--- config.mk ---
export PLATFORM = sky130hd
export DESIGN_NAME = boot_ctrl
export DESIGN_NICKNAME = d
export VERILOG_FILES = /design/src/rtl/boot_ctrl.sv
export SDC_FILE = /design/constraint.sdc
export NUM_CORES = 1
export LEC_CHECK = 0
export CORE_ASPECT_RATIO = 1.4
export CORE_MARGIN = 10
export CORE_UTILIZATION = 35
export CTS_CLUSTER_DIAMETER = 60
export DETAILED_ROUTE_END_ITERATION = 10
export HOLD_SLACK_MARGIN = 0.06
export PLACE_DENSITY = 0.83
export SLEW_MARGIN = 20
export SYNTH_ARGS = -nofsm -noshare
export SYNTH_HDL_FRONTEND = slang
export SYNTH_SLANG_ARGS = --single-unit
--- constraint.sdc ---
create_clock -name clk -period 2.2 [get_ports clk]
set_clock_uncertainty 0.05 [all_clocks]
set_input_delay 0.44 -clock clk [delete_from_list [all_inputs] [get_ports clk]]
set_output_delay 0.44 -clock clk [all_outputs]
set_load 0.02 [all_outputs]
--- src/rtl/boot_ctrl.sv ---
// Boot sequencer: streams a program into instruction memory, runs the CPU for
// a bounded number of cycles, then reads back the first data-memory words.
module boot_ctrl #(
  parameter int IM_AW      = 10,
  parameter int DM_AW      = 10,
  parameter int DW         = 32,
  parameter int RUN_CYCLES = 260,
  parameter int DUMP_WORDS = 8
) (
  input  logic             clk,
  input  logic             rst,
  input  logic             start,
  input  logic             ld_valid,
  input  logic [DW-1:0]    ld_data,
  input  logic             ld_last,
  output logic             ld_ready,
  output logic             im_enable,
  output logic             im_write,
  output logic [IM_AW-1:0] im_addr,
  output logic [DW-1:0]    im_wdata,
  output logic             cpu_rst,
  input  logic             halt,
  output logic             dm_sel,
  output logic             dm_enable,
  output logic             dm_read,
  output logic [DM_AW-1:0] dm_addr,
  input  logic [DW-1:0]    dm_rdata,
  output logic             dump_valid,
  output logic [DM_AW-1:0] dump_addr,
  output logic [DW-1:0]    dump_data,
  output logic             busy,
  output logic             done,
  output logic             err_ovf
);

  localparam int RCW = $clog2(RUN_CYCLES + 1);
  localparam int DCW = $clog2(DUMP_WORDS + 1);

  typedef enum logic [2:0] {
    S_IDLE,
    S_LOAD,
    S_RUN,
    S_DUMP,
    S_DONE
  } state_e;

  state_e           state_q, state_d;
  logic [IM_AW-1:0] ld_addr_q, ld_addr_d;
  logic             err_ovf_q, err_ovf_d;
  logic [RCW-1:0]   run_cnt_q, run_cnt_d;
  logic [DCW-1:0]   dump_cnt_q, dump_cnt_d;

  // NOTE: state registers use non-blocking assignments so every flop samples
  // pre-edge values regardless of process evaluation order.
  always_ff @(posedge clk or negedge rst) begin
    if (!rst) begin
      state_q    <= S_IDLE;
      ld_addr_q  <= '0;
      err_ovf_q  <= 1'b0;
      run_cnt_q  <= '0;
      dump_cnt_q <= '0;
    end else begin
      state_q    <= state_d;
      ld_addr_q  <= ld_addr_d;
      err_ovf_q  <= err_ovf_d;
      run_cnt_q  <= run_cnt_d;
      dump_cnt_q <= dump_cnt_d;
    end
  end

  assign err_ovf = err_ovf_q;

  always_comb begin
    // NOTE: every signal driven here gets a default first, so no path through
    // the case statement can leave one unassigned and infer a latch.
    state_d    = state_q;
    ld_addr_d  = ld_addr_q;
    err_ovf_d  = err_ovf_q;
    run_cnt_d  = run_cnt_q;
    dump_cnt_d = dump_cnt_q;
    ld_ready   = 1'b0;
    im_enable  = 1'b0;
    im_write   = 1'b0;
    im_addr    = '0;
    im_wdata   = '0;
    cpu_rst    = 1'b1;
    dm_sel     = 1'b0;
    dm_enable  = 1'b0;
    dm_read    = 1'b0;
    dm_addr    = '0;
    dump_valid = 1'b0;
    dump_addr  = '0;
    dump_data  = '0;
    busy       = 1'b0;
    done       = 1'b0;

    unique case (state_q)
      S_IDLE, S_DONE: begin
        done = (state_q == S_DONE);
        if (start) begin
          state_d   = S_LOAD;
          ld_addr_d = '0;
          err_ovf_d = 1'b0;
        end
      end

      S_LOAD: begin
        busy     = 1'b1;
        ld_ready = 1'b1;
        im_addr  = ld_addr_q;
        if (ld_valid) begin
          im_enable = 1'b1;
          im_write  = 1'b1;
          im_wdata  = ld_data;
          run_cnt_d = '0;
          // The top address is written but never wrapped past.
          if (ld_last) begin
            state_d = S_RUN;
          end else if (ld_addr_q == '1) begin
            err_ovf_d = 1'b1;
            state_d   = S_RUN;
          end else begin
            ld_addr_d = ld_addr_q + IM_AW'(1);
          end
        end
      end

      S_RUN: begin
        busy    = 1'b1;
        cpu_rst = 1'b0;
        if (halt || run_cnt_q == RCW'(RUN_CYCLES - 1)) begin
          state_d    = S_DUMP;
          dump_cnt_d = '0;
        end else begin
          run_cnt_d = run_cnt_q + RCW'(1);
        end
      end

      S_DUMP: begin
        busy   = 1'b1;
        dm_sel = 1'b1;
        if (dump_cnt_q < DCW'(DUMP_WORDS)) begin
          dm_enable = 1'b1;
          dm_read   = 1'b1;
          dm_addr   = DM_AW'(dump_cnt_q);
        end
        // Read data returns one cycle after its address was issued.
        if (dump_cnt_q != '0) begin
          dump_valid = 1'b1;
          dump_addr  = DM_AW'(dump_cnt_q - DCW'(1));
          dump_data  = dm_rdata;
        end
        if (dump_cnt_q == DCW'(DUMP_WORDS)) begin
          state_d = S_DONE;
        end else begin
          dump_cnt_d = dump_cnt_q + DCW'(1);
        end
      end

      default: state_d = S_IDLE;
    endcase
  end

endmodule
==> metrics.md, run 1 <==
| Metric | Value |
|---|---|
| Post-synth top area share | 29.05% |
| Final design utilization | 61.15% |
| Residual overflow from global routing | 0 |
| Post-Place Cell Area | 0.004091 mm² |
| Maximum number of pins on one net before global-route repair | 35 |
| Cell count after synthesis | 285 |
| CP startpoint kind | flop |
| Slowest stage delay, CP | 0.40 ns |
| CP arrival | 1.68 ns |
| Peak VDD IR | between 0.6 and 0.7 mV |
| CTS H-Tree Depth | 1 |
| Stages on worst setup path | 7 |
| Number of violations of the max-capacitance limit | 0 |
| Number of violations reported at the end of detailed-routing iteration 0 | 99 |
| Cells along the critical path | inv_2, ha_4, nor3b_4, nor2_2, buf_12, and2_1, buf_2 |
| Final setup violating endpoints | 0 |
| Antenna violations before repair | 0 |
| Clk_lat worst skew | 0.27 ns |
| CTS tree | done |
| Fraction of final layout cells with drive strength greater than 1 | 30.11% |
| Antenna diode count | 0 |
| Worst Hold Depth | 1 |
| Post-Place Cells | roughly 520 |
| Final Hold Fails | 0 |
| Maximum count of clock buffers along a single path | 2 |
| Final min period | 2.174 ns |
| Max Slew Vio Count | 0 |
| Placeable core region | 0.006525 mm² |
| Mean routed wirelength per cell | 18.71 µm |
| Synthesized flop and latch total | 27 |
| Post-route DRC | 0 |
| Sum of net half-perimeters after detailed placement | 8.134 mm |
| Number of standard cells in the layout, taps in and fillers out | 529 |
| First-pass DRT Iterations | 4 |
| Power Density | 1039 mW/mm² |
| Final period util | between 90 and 100% |
| Number of buffers created by CTS | 3 |
| Via count of the first global-routing pass | 2703 |
| Area of the die | 0.01035 mm² |
| Count of buffers from port buffering | approximately 160 |
| Depth of the most critical reg-to-reg path | 4 |
| Clock root buffer master | clkbuf_8 |
| Global placer's final weighted congestion | approximately 0.85 |
| Sequential fraction of the synthesis area | 29.05% |
| Type of the worst setup path | reg -> out |
| Slowest stage cell, crit path | dfrtp_1 |
| Top cell family by delay on the critical path | simple AND/OR/NAND/NOR gates |
| Register clock-pin slew on the reported worst setup and hold paths | approximately 0.10 ns |
| Mean area per synthesized cell | 8.161 µm² |
| Post-route antenna net violation count | 0 |
| Leak pwr | 2.037 nW |
| Post-cts hold buffer count | 0 |
| Number of rows created at floorplan | 35 |
| Global-route wire length before repair | 14.35 mm |
| Nets@finish | 530 |
| Number of warnings issued by yosys | 0 |
| Hold slack | 0.4725 ns |
| Synth area leaders | dfrtp_1, and2_1, and3_1 |
| Combined global-route utilization of all metal layers | between 10% and 20% |
| Layout area overhead | 71.54% |
| Class of the tightest hold or removal check | reg -> reg |
| Prevailing post-synth register cell | dfrtp_1 |
| Die span in x | 88.90 µm |
| Worst setup slack after layout | 0.02622 ns |
| Largest area contributor in the synthesized netlist | dfrtp_1 |
| Clk sinks | 27 |
| Fmax achieved | 0.4600 GHz |
| Sort of element at the end of the critical path | primary output |
| Initial core utilization | 35.65% |
| Crit path buffers/inverters | 3 |
| Wire length after detailed routing | 9.897 mm |
| DR vias | 2708 |
| Unrepaired setup endpoints after global routing | yes |
| Setup WS pre-CTS | -0.2785 ns |
| Count of flip-flops with a built-in enable after synthesis | 0 |
| Outcome | completed |
| Post-CTS setup buffers | 0 |
| Num ports | 175 |
| Data required time at the worst endpoint | between 1.5 and 2 ns |
| Number of distinct standard cells referenced by the synthesized netlist | 52 |
| Vertical extent of the die | 116.5 µm |
| Max Fanout on Critical Path | 34 |
| Area of all placed cells without fillers | 0.003990 mm² |
| Vias per cell | just over 5 |
| Post-synthesis async set-or-reset flop share | 100.0% |
| Netlist area before placement | roughly 0.0023 mm² |
==> where the power goes <==
| group | switching [mW] | leakage, nW | internal, mW |
|---|---|---|---|
| Combinational | 1.69 | 1.65 | 1.43 |
| Clock | 0.161 | 0.0228 | 0.130 |
| Sequential | 0.123 | 0.363 | 0.615 |
==> path summary, 6_finish.rpt <==
kind | startpoint | endpoint | slack, ns
min reg2reg | err_ovf | err_ovf | 0.47
min in group asynchronous | rst | ld_addr_q[9] | 0.48
max | dump_cnt_q[0] | dump_data[18] | 0.03
max in group asynchronous | rst | run_cnt_q[0] | 1.35
max reg2reg | state_q[1] | ld_addr_q[7] | 0.22
min | err_ovf | err_ovf | 0.47
==> synth_stat cells (2+ instances only) <==
cell / n
and2_1: 45
and3_1: 38
dfrtp_1: 27
buf_4: 16
nor2_1: 16
clkbuf_1: 13
nor3_1: 9
o21ai_0: 9
a21oi_1: 8
nand2_1: 8
nand3_1: 7
o31ai_1: 7
inv_1: 6
a211o_1: 5
nand4_1: 5
buf_2: 4
ha_1: 4
nand2b_1: 4
o31ai_2: 4
o21bai_1: 3
a211oi_1: 2
a2bb2oi_1: 2
a31oi_1: 2
and4bb_2: 2
buf_6: 2
inv_2: 2
nand3b_1: 2
nor4_1: 2
nor4_2: 2
o211ai_1: 2
o21a_1: 2
o21ai_1: 2
o21ba_2: 2
or3_1: 2
xor2_1: 2
==> routing by layer <==
layer  global-route usage [%]  share of wire [%]  vias to the layer above
li1                         -                  -                     1330
met3                    4.955                7.8                        8
met4                    3.459               0.95                        0
met1                    18.40                 36                     1258
met5                        0                  0                        -
met2                    32.53                 55                      112
==> kinds of logic after synthesis <==
group | Yosys count | synth area share, %
adder cells (fa/ha/maj) | 4 | 2.152
AO/OA/AOI/OAI | 59 | 18.88
flip-flops | 27 | 29.05
XOR/XNOR | 3 | 1.130
AND/OR/NAND/NOR | 148 | 38.25
buffers and inverters | 43 | 10.38
other | 1 | 0.1612
==> per-stage QoR <==
step                setup TNS [ns]  power [mW]
floorplan                        0       2.414
detailed placement          -16.57       3.859
global route                -1.388       4.421
global placement            -13.79       3.785
finish                           0       4.145
CTS                       -0.07986       4.001
==> timing repair <==
item	in CTS	in global routing
setup endpoints to repair	90	80
resized for setup	352	65
gates cloned	1	0
pin swaps	0	1
==> cells in the final DEF (no fill, tap or decap), types with 13 or more instances in the layout <==
cell type and count:
nor2_1 14, buf_6 26, buf_2 35, clkdlybuf4s50_1 71, buf_4 41, dfrtp_1 27
conb_1 13, and3_1 37, and2_1 44
==> sequential cells by signal, indices dropped and copies added, names as in the netlist <==
signal,flops
dump_cnt_q,4
err_ovf,1
ld_addr_q,10
run_cnt_q,9
state_q,3
==> layout make-up <==
class	instances	area [µm²]
Multi-Input combinational cell	227	1490
Timing Repair Buffer	189	1652
Sequential cell	27	675.6
Inverter	8	35.03
Fill cell	581	2535
Tap cell	74	92.59
Clock buffer	4	45.04
Note: power is estimated with default switching activity, not from simulation.
==> inputs of run 2 (changes only) <==
- GPL_ROUTABILITY_DRIVEN: not set -> 0
- GPL_TIMING_DRIVEN: not set -> 0
==> metrics.md, run 2 (synthesized netlist as in run 1, its figures left out) <==
| Metric | Value |
|---|---|
| Outcome | finished with violations (was completed) |
| Failing checks | setup timing |
| Fmax achieved | 0.4210 GHz (was 0.4600 GHz) |
| Leak pwr | 2.309 nW (was 2.037 nW) |
| Fraction of final layout cells with drive strength greater than 1 | 46.12% (was 30.11%) |
| Initial core utilization | 35.65% (unchanged) |
| CTS tree | done (unchanged) |
| Data required time at the worst endpoint | 1.71 ns (about the same) |
| Most flop-heavy register | ld_addr_q (unchanged) |
| Final setup violating endpoints | 60 (was 0) |
| Post-cts hold buffer count | 0 (unchanged) |
| Class of the tightest hold or removal check | in -> async (was reg -> reg) |
| Max Slew Vio Count | 0 (unchanged) |
| Maximum count of clock buffers along a single path | 2 (unchanged) |
| Met2 usage | 36.74% (was 32.53%) |
| Final design utilization | 73.40% (was 61.15%) |
| Number of violations reported at the end of detailed-routing iteration 0 | 110 (was 99) |
| Count of buffers from port buffering | 161 (unchanged) |
| Antenna violations before repair | 0 (unchanged) |
| Clk_lat worst skew | 0.27 ns (about the same) |
| Antenna diode count | 0 (unchanged) |
| CP startpoint kind | input port (was flop) |
| Leading cell type in the layout, fill and taps excluded | buf_6 (was clkdlybuf4s50_1) |
| Post-route DRC | 0 (unchanged) |
| Mean routed wirelength per cell | 20.84 µm (was 18.71 µm) |
| Clk sinks | 27 (unchanged) |
| Via count of the first global-routing pass | 2956 (was 2703) |
| Top cell family by delay on the critical path | buffers and inverters (was simple AND/OR/NAND/NOR gates) |
| Wire length after detailed routing | 11.75 mm (was 9.897 mm) |
| Residual overflow from global routing | 0 (unchanged) |
| Vertical extent of the die | 116.5 µm (unchanged) |
| Area of the die | 0.01035 mm² (unchanged) |
| Final total power | 5.149 mW (was 4.145 mW) |
| Max Fanout on Critical Path | 10 (was 34) |
| Largest register FFs | 10 (unchanged) |
| Num ports | 175 (unchanged) |
| Top library cells by usage in the layout, fill and taps aside | buf_6, clkdlybuf4s50_1, and2_4 (was clkdlybuf4s50_1, and2_1, buf_4) |
| First-pass DRT Iterations | 4 (unchanged) |
| GR Util met1 | 20.03% (was 18.40%) |
| Power Density | 1075 mW/mm² (was 1039 mW/mm²) |
| Layout area overhead | 105.9% (was 71.54%) |
| Highest-utilization routing layer at the global route stage | met2 (unchanged) |
| Normalized max-slew margin | 58.66% |
| Combined global-route utilization of all metal layers | 19.10% (was 17.30%) |
| Post-Place Cell Area | 0.004071 mm² (was 0.004091 mm²) |
| Final min period | 2.376 ns (was 2.174 ns) |
| Fillers | 426 (was 581) |
| Clock root buffer master | clkbuf_8 (unchanged) |
| Slowest stage cell, crit path | clkdlybuf4s50_1 (was dfrtp_1) |
| Cells along the critical path | clkdlybuf4s50_1, clkbuf_1, and3_1, buf_6 (was inv_2, ha_4, nor3b_4, nor2_2, buf_12, and2_1, buf_2) |
| Register clock-pin slew on the reported worst setup and hold paths | 0.09 ns (was 0.10 ns) |
| Slowest stage delay, CP | 0.68 ns (was 0.40 ns) |
| DR vias | 2978 (was 2708) |
| Global-route wire length before repair | 15.65 mm (was 14.35 mm) |
| Post-route antenna net violation count | 0 (unchanged) |
| Final period util | 108.0% (was 98.81%) |
| Number of rows created at floorplan | 35 (unchanged) |
| Final Hold Fails | 0 (unchanged) |
| Number of buffers created by CTS | 3 (unchanged) |
| Transition time at the pin with the least slew margin | between 0.6 and 0.7 ns |
| CP arrival | 1.89 ns (was 1.68 ns) |
| Sum of net half-perimeters after detailed placement | 8.096 mm (was 8.134 mm) |
| Crit path buffers/inverters | 3 (unchanged) |
| Hold slack | 0.1212 ns (was 0.4725 ns) |
| Worst setup slack after layout | -0.1756 ns (was 0.02622 ns) |
| Unrepaired setup endpoints after global routing | yes (unchanged) |
| Vias per cell | 5.280 (was 5.119) |
| Setup WS pre-CTS | -0.6212 ns (was -0.2785 ns) |
| Type of the worst setup path | in -> out (was reg -> out) |
| Sort of element at the end of the critical path | primary output (unchanged) |
| Placeable core region | 0.006525 mm² (unchanged) |
| Nets@finish | 565 (was 530) |
| Number of violations of the max-capacitance limit | 0 (unchanged) |
| Grt met3 use | 4.257% (was 4.955%) |
| Largest regs | ld_addr_q x10, run_cnt_q x9, dump_cnt_q x4 (unchanged) |
| Die span in x | 88.90 µm (unchanged) |
| Maximum number of pins on one net before global-route repair | 28 (was 35) |
| Peak VDD IR | 0.5992 mV (was 0.6775 mV) |
| Area of all placed cells without fillers | 0.004790 mm² (was 0.003990 mm²) |
| CTS H-Tree Depth | 1 (unchanged) |
==> run 2: cell types whose count changed in the layout (fill, tap and decap cells not counted), moves of 16 or more <==
cell,before,now
and2_1,44,5
and2_4,1,40
and3_1,37,21
and3_4,1,17
buf_2,35,6
buf_6,26,81
==> run 2: cell type report <==
class	instances	area, µm²	area share [%]
Sequential cell	27	676.9	14.13
Clock buffer	4	45.04	0.9404
Tap cell	74	92.59	1.933
Inverter	8	33.78	0.7053
Multi-Input combinational cell	227	1679	35.06
Timing Repair Buffer	191	1983	41.41
Timing Repair inverter	1	7.507	0.1567
Buffer	32	271.5	5.669
==> run 2: timing repair <==
item / in CTS / in global routing
setup endpoints to repair: 89 / 90
pin swaps: 21 / 24
gates cloned: 5 / 3
buffers inserted: 16 / 8
endpoints found under the hold margin: 0 / 0
gates resized for setup: 496 / 108
==> run 2: worst reg2reg max path, stage by stage, from the launching register on <==
cell,delay (ns)
dfrtp_1,0.42
ha_1,0.25
and4bb_2,0.26
a211oi_2,0.47
a2111oi_0,0.14
a211o_1,0.25
==> run 2: metal layers <==
metal,vias to the layer above,routed length (µm)
met5,-,0
met4,0,312
met3,22,897
met2,125,6547
met1,1429,3994
li1,1402,-
==> run 2: stage by stage <==
step | setup TNS, ns | instances
finish | -6.037 | 564
global route | -10.24 | 564
CTS | -6.047 | 556
detailed placement | -41.04 | 532
global placement | -40.10 | 532
floorplan | 0 | 297
==> run 2: worst paths after layout <==
check / endpoint / from / slack (ns) / cells after the start
worst max-delay path: im_wdata[4] / ld_valid / -0.18 / 4
worst min-delay path: ld_addr_q[8] / rst / 0.12 / 1
worst max register to register: state_q[0] / run_cnt_q[0] / 0.27 / 5
worst min register to register: run_cnt_q[0] / run_cnt_q[0] / 0.46 / 1
max in group asynchronous: dump_cnt_q[0] / rst / 1.54 / 1
min in group clk: run_cnt_q[0] / run_cnt_q[0] / 0.46 / 1
==> run 2: report_power, final <==
| group | leakage [nW] | switching, mW | internal, mW |
|---|---|---|---|
| combinational | 1.92 | 1.96 | 2.16 |
| sequential | 0.362 | 0.130 | 0.616 |
| clock | 0.0228 | 0.154 | 0.130 |
| total | 2.31 | 2.24 | 2.91 |
==> inputs of run 3 (changes only) <==
==> constraint.sdc (replaced) <==
create_clock -name clk -period 2.2 [get_ports clk]
set_clock_uncertainty 0.05 [all_clocks]
set_input_delay 0.22 -clock clk [delete_from_list [all_inputs] [get_ports clk]]
set_output_delay 0.22 -clock clk [all_outputs]
set_load 0.02 [all_outputs]
==> metrics.md, run 3 (synthesized netlist as in run 1, its figures left out) <==
| Metric | Value |
|---|---|
| Outcome | completed (was finished with violations) |
| CP arrival | 1.93 ns (was 1.89 ns) |
| Grt met3 use | 4.187% (was 4.257%) |
| Vias per cell | 5.027 (was 5.280) |
| Fillers | 555 (was 426) |
| Placeable core region | 0.006525 mm² (unchanged) |
| Crit path buffers/inverters | 3 (unchanged) |
| Slowest stage cell, crit path | clkdlybuf4s50_1 (unchanged) |
| Cells along the critical path | buf_6, buf_4, nand3b_4, nor3_1, clkdlybuf4s50_1 (was clkdlybuf4s50_1, clkbuf_1, and3_1, buf_6) |
| Final min period | 2.196 ns (was 2.376 ns) |
| Most flop-heavy register | ld_addr_q (unchanged) |
| Number of buffers created by CTS | 3 (unchanged) |
| Clock root buffer master | clkbuf_8 (unchanged) |
| Leading cell type in the layout, fill and taps excluded | clkdlybuf4s50_1 (was buf_6) |
| GR Util met1 | 18.41% (was 20.03%) |
| Number of rows created at floorplan | 35 (unchanged) |
| Antenna violations before repair | 0 (unchanged) |
| Clk_lat worst skew | 0.28 ns (was 0.27 ns) |
| Via count of the first global-routing pass | 2719 (was 2956) |
| Sort of element at the end of the critical path | primary output (unchanged) |
| Slowest stage delay, CP | 0.69 ns (was 0.68 ns) |
| Area of the die | 0.01035 mm² (unchanged) |
| CTS H-Tree Depth | 1 (unchanged) |
| Max Fanout on Critical Path | 9 (was 10) |
| Class of the tightest hold or removal check | in -> async (unchanged) |
| Power Density | 993.1 mW/mm² (was 1075 mW/mm²) |
| Global-route wire length before repair | 14.43 mm (was 15.65 mm) |
| CTS tree | done (unchanged) |
| Post-route antenna net violation count | 0 (unchanged) |
| Final Hold Fails | 0 (unchanged) |
| Maximum number of pins on one net before global-route repair | 28 (unchanged) |
| DR vias | 2755 (was 2978) |
| Number of violations reported at the end of detailed-routing iteration 0 | 118 (was 110) |
| Post-Place Cells | 532 (unchanged) |
| Top library cells by usage in the layout, fill and taps aside | clkdlybuf4s50_1, and2_1, buf_6 (was buf_6, clkdlybuf4s50_1, and2_4) |
| Largest register FFs | 10 (unchanged) |
| Residual overflow from global routing | 0 (unchanged) |
| Met2 usage | 33.66% (was 36.74%) |
| Maximum count of clock buffers along a single path | 2 (unchanged) |
| Num ports | 175 (unchanged) |
| Vertical extent of the die | 116.5 µm (unchanged) |
| Highest-utilization routing layer at the global route stage | met2 (unchanged) |
| Leak pwr | 2.138 nW (was 2.309 nW) |
| CP startpoint kind | flop (was input port) |
| Mean routed wirelength per cell | 18.75 µm (was 20.84 µm) |
| Antenna diode count | 0 (unchanged) |
| Normalized max-slew margin | 59.32% (was 58.66%) |
| Largest regs | ld_addr_q x10, run_cnt_q x9, dump_cnt_q x4 (unchanged) |
| Clk sinks | 27 (unchanged) |
| Count of buffers from port buffering | 161 (unchanged) |
| Fmax achieved | 0.4553 GHz (was 0.4210 GHz) |
| Post-route DRC | 0 (unchanged) |
| Layout area overhead | 82.19% (was 105.9%) |
| Wire length after detailed routing | 10.27 mm (was 11.75 mm) |
| Final period util | 99.83% (was 108.0%) |
| First-pass DRT Iterations | 4 (unchanged) |
| Number of violations of the max-capacitance limit | 0 (unchanged) |
| Type of the worst setup path | reg -> out (was in -> out) |
| Setup WS pre-CTS | -0.4009 ns (was -0.6212 ns) |
| Die span in x | 88.90 µm (unchanged) |
| Combined global-route utilization of all metal layers | 17.35% (was 19.10%) |
| Unrepaired setup endpoints after global routing | yes (unchanged) |
| Nets@finish | 549 (was 565) |
| Worst setup slack after layout | 0.003829 ns (was -0.1756 ns) |
| Sum of net half-perimeters after detailed placement | 8.289 mm (was 8.096 mm) |
| Register clock-pin slew on the reported worst setup and hold paths | 0.11 ns (was 0.09 ns) |
| Transition time at the pin with the least slew margin | 0.6103 ns (was 0.6200 ns) |
| Final setup violating endpoints | 0 (was 60) |
| Initial core utilization | 35.65% (unchanged) |
| Top cell family by delay on the critical path | buffers and inverters (unchanged) |
| Peak VDD IR | 0.7113 mV (was 0.5992 mV) |
| Data required time at the worst endpoint | 1.93 ns (was 1.71 ns) |
| Max Slew Vio Count | 0 (unchanged) |
| Final design utilization | 64.95% (was 73.40%) |
| Number of standard cells in the layout, taps in and fillers out | 548 (was 564) |
| Fraction of final layout cells with drive strength greater than 1 | 32.70% (was 46.12%) |
-- run 3: path summary, 6_finish.rpt --
check                        startpoint  cells past startpoint            end  slack, ns
min                                 rst                      2  dump_cnt_q[1]       0.42
min reg2reg                ld_addr_q[0]                      1   ld_addr_q[0]       0.46
max reg2reg                  state_q[1]                      7   ld_addr_q[3]       0.20
max                          state_q[1]                      5     dm_addr[1]      0.004
min in group clk           ld_addr_q[0]                      1   ld_addr_q[0]       0.46
max in group asynchronous           rst                      2  dump_cnt_q[0]       1.25
-- run 3: metrics by stage --
step                      setup TNS [ns]  total power [mW]  hold slack (ns)  area (µm²)
after CTS                        -0.9545             4.059           0.4468        4213
after detailed placement          -22.64             3.644           0.2200        4070
after global placement            -20.97             3.593           0.4260        4075
after floorplan                        0             2.411          -0.1256        2371
after global routing             -0.8370             4.519           0.4867        4238
final                                  0             4.209           0.4245        4238
-- run 3: per-layer routing --
layer  part of all wire [%]  wire, µm
met1                     36      3709
met2                     55      5617
met3                    8.2       843
met4                    1.0       104
met5                      0         0
-- run 3: area by class of cell --
class / count / area [µm²] / share of cell area (%)
Timing Repair Buffer: 174 / 1559 / 36.79
Multi-Input combinational cell: 227 / 1574 / 37.14
Clock inverter: 1 / 8.758 / 0.2067
Buffer: 34 / 251.5 / 5.934
Inverter: 8 / 33.78 / 0.7972
Clock buffer: 3 / 41.29 / 0.9743
Sequential cell: 27 / 676.9 / 15.97
Tap cell: 74 / 92.59 / 2.185
-- run 3: power by group --
part | internal, mW | leakage, nW | switching, mW
Clock | 0.133 | 0.0261 | 0.169
Combinational | 1.47 | 1.75 | 1.69
Sequential | 0.616 | 0.362 | 0.124
Total | 2.22 | 2.14 | 1.98
-- run 3: timing repair --
item / 4_1_cts / 5_1_grt
gates cloned: 0 / 1
resized for setup: 299 / 108
pin swaps: 1 / 5
setup endpoints to repair: 86 / 79
hold endpoints to repair: 27 / 0
hold buffers: 1 / 0
buffers inserted: 6 / 5
==> patch 1, RTL diff (config.mk and constraints of run 3) <==
`DM_AW`: 10 -> 11.
--- a/src/rtl/boot_ctrl.sv
+++ b/src/rtl/boot_ctrl.sv
@@ -4,3 +4,3 @@
   parameter int IM_AW      = 10,
-  parameter int DM_AW      = 10,
+  parameter int DM_AW      = 11,
   parameter int DW         = 32,
Interface: changed (resized dm_addr and dump_addr); port bits go from 175 to 177. No check against the original RTL was run, so the function may have changed too.
==> patch 1 against run 3 <==
- first-iteration DRC count is 15% higher
- sequential power hardly changed
- power is 5.6% lower
- design area fell by 5.4%
- area after synthesis grew 0.65%
- sequential cell count did not move
- worst setup slack better by 0.039 ns
- routed wire length is 2.6% lower
- highest routed layer unchanged
==> patch 1: results <==
metrics = {
    "worst_setup_path": {
        "crit_fanout": 10,
        "reg2regPathDepth": 7,
        "crit_arrival_ns": 1.89,
        "cpMaxStageDelayCell": "dfrtp_1",
        "max_stage_delay_ns": 0.41,
        "cp_top_family": "buffers and inverters",
        "r2r-end": "ld_addr_q[3]$_DFFE_PN0P_",
        "r2r_start": "state_q[1]$_DFFE_PN0P_",
        "r2r_slack_ns": 0.15,
    },
    "grt": {
        "grt_pass1_vias": 2675,
        "grt_max_degree": 28,
        "antenna_found_initial": 0,
        "grtUsageTotal_pct": 17.3,
        "grt_pass1_wl_um": 14400,
    },
    "synthesis": {
        "ys_seq_area_share_pct": 28.9,
        "synthTopCellsByCount": "and2_1, and3_1, dfrtp_1",
        "synthArstFlopShare_pct": 100,
        "ys_warn_count": 0,
        "ys_top_cells_by_area": "dfrtp_1, and2_1, and3_1",
        "netlist-cell-type-count": 52,
        "synthFlopType": "dfrtp_1",
    },
    "final_layout": {
        "top_regs": "ld_addr_q: 10 flops, run_cnt_q: 9 flops, dump_cnt_q: 4 flops",
        "fillCellCount": 617,
        "num_antenna_cells": 0,
        "nets": 551,
        "drive_above_1_share_pct": 30.3,
    },
    "detailed_routing": {
        "wl_per_cell_um": 18.2,
        "drtPass1Iterations": 5,
        "viasPerCell": 4.98,
        "drt_first_iter_violations": 136,
    },
    "pwr": {
        "p_leak_nw": 2.13,
        "irDropWorstVdd_mv": 0.593,
    },
    "clocking": {
        "cts_root_buf": "clkbuf_8",
        "cts_buffers": 3,
        "htreeDepth": 1,
        "cts_buffer_depth": 2,
        "cts.clk_slew.worst_paths_ns": 0.10,
        "worstSkewPairLatency_ns": 0.27,
    },
    "status": {
        "outcome": "finished, final reports clean",
    },
    "timing": {
        "max-slew-margin-rel_pct": 58.4,
    },
    "place": {
        "portBuffers": 161,
        "hpwlAfterDp_um": 8210,
    },
    "worst_hold_path": {
        "hp-class": "input pin to async pin",
    },
}
[patch 1: what timing repair did]
item,CTS,global route
gates cloned,0,0
hold buffers,1,0
gates resized for setup,291,62
pin swaps,2,1
setup endpoints to repair,87,81
setup buffers,6,5
hold endpoints to repair,27,0
[patch 1: worst reg2reg max path, delay by kind of cell, from the launching register on]
family | cells | cell delay (ns)
AND/OR/NAND/NOR | 3 | 0.73
flip-flops | 1 | 0.41
buffers and inverters | 3 | 0.59
AO/OA/AOI/OAI | 1 | 0.17
[patch 1: final cells by class]
| type | instances | area, um^2 | area share [%] |
|---|---|---|---|
| multi-input cells | 229 | 1520 | 37.8 |
| repair buffers | 173 | 1400 | 34.9 |
| flip-flops and latches | 27 | 677 | 16.9 |
| plain buffers | 35 | 244 | 6.08 |
| well taps | 74 | 92.6 | 2.31 |
| clock buffers | 4 | 45.0 | 1.12 |
| inverters | 8 | 33.8 | 0.842 |
[patch 1: cell families after synthesis]
family,synth area share [%]
and+or+nand+nor,38.0
other,0.160
buffers and inverters,11.0
xor gates and xnor gates,1.12
DFF,28.9
AOI/OAI and AO/OA,18.8
adders and majority gates,2.14
[patch 1: metrics by stage]
step / hold WS (ns) / cells / worst slack [ns] / util [%] / cell area (um^2)
floorplan: -0.126 / 301 / 0.202 / - / 2390
global placement: 0.425 / 536 / -0.408 / 62.4 / 4100
detailed placement: 0.223 / 536 / -0.440 / 62.3 / 4090
CTS: 0.454 / 546 / -0.0336 / 63.0 / 4140
global route: 0.493 / 550 / -0.0388 / 61.0 / 4010
finish: 0.431 / 550 / 0.0431 / 61.0 / 4010
[patch 1: layer usage]
metal,vias to the layer above,part of all wire (%),GRT usage [%]
met2,103,56,33.0
li1,1370,-,-
met5,-,0,0
met3,6,7.9,5.16
met4,0,0.85,2.34
met1,1261,36,18.2
[patch 1: power by group]
group / total (mW) / internal [mW] / switching, mW / leakage [nW]
clock: 0.290 / 0.130 / 0.161 / 0.0228
sequential: 0.738 / 0.616 / 0.121 / 0.362
combinational: 2.95 / 1.29 / 1.66 / 1.74
total: 3.97 / 2.03 / 1.94 / 2.13
[patch 1: how the worst max path moves through the flow]
stage	slack (ns)	start	depth (start not counted)	to
2_1_floorplan	0.20	dump_cnt_q[0]$_DFFE_PN0P_	6	dump_data[23]
3_3_place_gp	-0.41	dump_cnt_q[0]$_DFFE_PN0P_	7	dump_data[27]
3_5_place_dp	-0.44	dump_cnt_q[0]$_DFFE_PN0P_	7	dump_data[27]
4_1_cts	-0.03	state_q[1]$_DFFE_PN0P_	6	im_addr[8]
5_1_grt	-0.04	state_q[1]$_DFFE_PN0P_	6	im_wdata[12]
6_report	0.04	state_q[1]$_DFFE_PN0P_	6	im_wdata[17]
==> patch 2, RTL diff (flow settings as in run 3) <==
Made on the original files. Reset style: synchronous (`rst`), changed in one clocked block.
--- a/src/rtl/boot_ctrl.sv
+++ b/src/rtl/boot_ctrl.sv
@@ -54,3 +54,3 @@
   // pre-edge values regardless of process evaluation order.
-  always_ff @(posedge clk or negedge rst) begin
+  always_ff @(posedge clk) begin
     if (!rst) begin
Check against the original RTL: differs if rst is asserted again (counterexample within 4 cycles, from zero or initial values and one cycle with rst low); with rst held inactive, the same outputs for 10 cycles.
==> patch 2 against run 3 <==
- non-clock buffer count decreased by 8
- worst setup slack improved by 0.053 ns
- area after synthesis decreased by 1.5%
- sequential cell count did not move
- critical endpoint is now cpu_rst
- global-route usage down 0.28 points
- synthesized cell count grew 6.7%
- highest routed layer unchanged
- count of clock-buffer cells in the layout unchanged
- routed wire length decreased by 9.4%
- design area shrank 7.4%
- sequential share of layout area is 2.0 points lower
- worst hold slack improved by 0.0035 ns
Power is not compared: it rests on default switching activity, and its combinational part moved more than twofold at a synthesized area within 25%.
==> patch 2: results <==
metrics = {
    "grt": {
        "use_met1_pct": 17.5,
        "use_met2_pct": 33.5,
        "grt_pass1_wl_um": 14200,
        "grtUsageTotal_pct": 17.1,
        "grt_overflow": 0,
        "grt_max_degree": 16,
        "grt_pass1_vias": 2717,
        "antenna_found_initial": 0,
        "grt_util_met3_pct": 4.78,
    },
    "worst_setup_path": {
        "crit_fanout": 10,
        "reg2regPathDepth": 5,
        "r2r_slack_ns": 0.17,
        "r2r-end": "state_q[2]$_SDFFE_PN0P_",
        "crit_arrival_ns": 1.87,
        "r2r_start": "run_cnt_q[0]$_SDFFE_PN0P_",
    },
    "worst_hold_path": {
        "hold_start": "err_ovf$_SDFFE_PN0P_",
        "holdPathStages": 2,
        "holdPathEnd": "err_ovf$_SDFFE_PN0P_",
        "hp-class": "register to register",
    },
    "clocking": {
        "cts.clk_slew.worst_paths_ns": 0.10,
        "worstSkewPairLatency_ns": 0.28,
        "cts_buffer_depth": 2,
        "cts_buffers": 3,
        "htreeDepth": 1,
        "cts_root_buf": "clkbuf_8",
    },
    "synthesis": {
        "synthFlopType": "dfxtp_1",
        "synthArstFlopShare_pct": 0,
        "ys_top_cells_by_area": "dfxtp_1, and2_1, buf_4",
        "ys_seq_area_share_pct": 23.6,
        "synthTopCellsByCount": "and2_1, dfxtp_1, nor2_1",
        "netlist-cell-type-count": 55,
        "ys_warn_count": 0,
    },
    "detailed_routing": {
        "wl_um": 9310,
        "routed-via-count": 2824,
        "drtPass1Iterations": 4,
        "drt_first_iter_violations": 197,
    },
    "place": {
        "hpwlAfterDp_um": 7760,
        "portBuffers": 161,
        "placed_cell_area_um2": 4040,
        "dp_slack_ns": -0.632,
    },
    "final_layout": {
        "nets": 561,
        "regMostFlops": "ld_addr_q",
        "fillCellCount": 601,
        "num_antenna_cells": 0,
        "drive_above_1_share_pct": 22.2,
        "top_regs": "ld_addr_q: 10 flops, run_cnt_q: 9 flops, dump_cnt_q: 4 flops",
    },
    "timing": {
        "max-slew-margin-rel_pct": 61.4,
        "setup_tns_ns": 0,
    },
    "pwr": {
        "irDropWorstVdd_mv": 0.302,
        "p_leak_nw": 1.82,
    },
    "status": {
        "outcome": "finished, final reports clean",
    },
}
-- patch 2: cell count changes after synthesis, moves of 4 or more --
cell             run 3  this run
and3_1              38         6
dfrtp_1             27         0
nand3_1              7        12
dfxtp_1              0        27
o31ai_1              7         3
and2_1              45        78
mux2i_1              0         5
a21oi_1              8        14
nand3b_1             2         6
o21ai_0              9         4
o31ai_2              4         0
-- patch 2: critical path, stage by stage (launching register included) --
cell             delay, ns
dfxtp_1               0.33
buf_2                 0.19
nor3b_2               0.35
inv_2                 0.15
clkdlybuf4s50_1       0.59
-- patch 2: final cells by class --
cell class | count | area [um^2] | share of cell area (%)
plain buffers | 33 | 209 | 5.33
clock inverters | 1 | 5.00 | 0.128
clock buffers | 3 | 41.3 | 1.05
inverters | 10 | 40.0 | 1.02
well taps | 72 | 90.1 | 2.30
repair buffers | 167 | 1380 | 35.2
multi-input cells | 245 | 1610 | 41.0
flip-flops and latches | 27 | 547 | 13.9
-- patch 2: how the worst max path moves through the flow --
stage,startpoint,end,slack [ns],cells past startpoint
after floorplan,dump_cnt_q[0]$_SDFFE_PN0P_,dump_data[23],0.21,6
after global placement,ld_valid,im_wdata[23],-0.58,7
after CTS,dump_cnt_q[1]$_SDFFE_PN0P_,dump_data[9],0.002,7
final,state_q[2]$_SDFFE_PN0P_,cpu_rst,0.06,4
after detailed placement,ld_valid,im_wdata[30],-0.63,7
after global routing,state_q[2]$_SDFFE_PN0P_,cpu_rst,-0.05,4
-- patch 2: metal layers --
layer | wire length, um | part of all wire, % | up-vias
li1 | - | - | 1404
met1 | 3410 | 37 | 1311
met2 | 5100 | 55 | 104
met3 | 737 | 7.9 | 5
met4 | 65 | 0.70 | 0
met5 | 0 | 0 | -
-- patch 2: what timing repair did --
item	in CTS	in global routing
setup buffers	4	2
setup endpoints to repair	90	70
gates resized for setup	150	96
pin swaps	3	0
-- patch 2: where the power goes --
part	internal, mW	total [mW]	switching, mW
clock	0.127	0.290	0.163
sequential	0.528	0.562	0.0335
combinational	0.582	1.36	0.782
-- patch 2: cell families (layout without fill, tap and decap cells) --
logic type	Yosys count	count (layout)	synth area share, %
flip-flops	27	27	23.6
XOR/XNOR	4	4	1.53
multiplexers	5	5	2.18
buffers and inverters	44	214	9.88
AND/OR/NAND/NOR	163	163	43.2
adder cells (fa/ha/maj)	4	4	2.18
other	1	13	0.164
AO/OA/AOI/OAI	56	56	17.3
-- patch 2: per-stage QoR --
stage | std cells | utilization, % | power (mW) | hold slack (ns)
6_report | 558 | 62.3 | 2.22 | 0.428
5_1_grt | 558 | 62.3 | 2.37 | 0.461
4_1_cts | 556 | 64.7 | 2.23 | 0.432
3_5_place_dp | 549 | 64.1 | 1.98 | 0.406
3_3_place_gp | 549 | 64.1 | 1.96 | 0.402
2_1_floorplan | 316 | - | 1.39 | 0.380
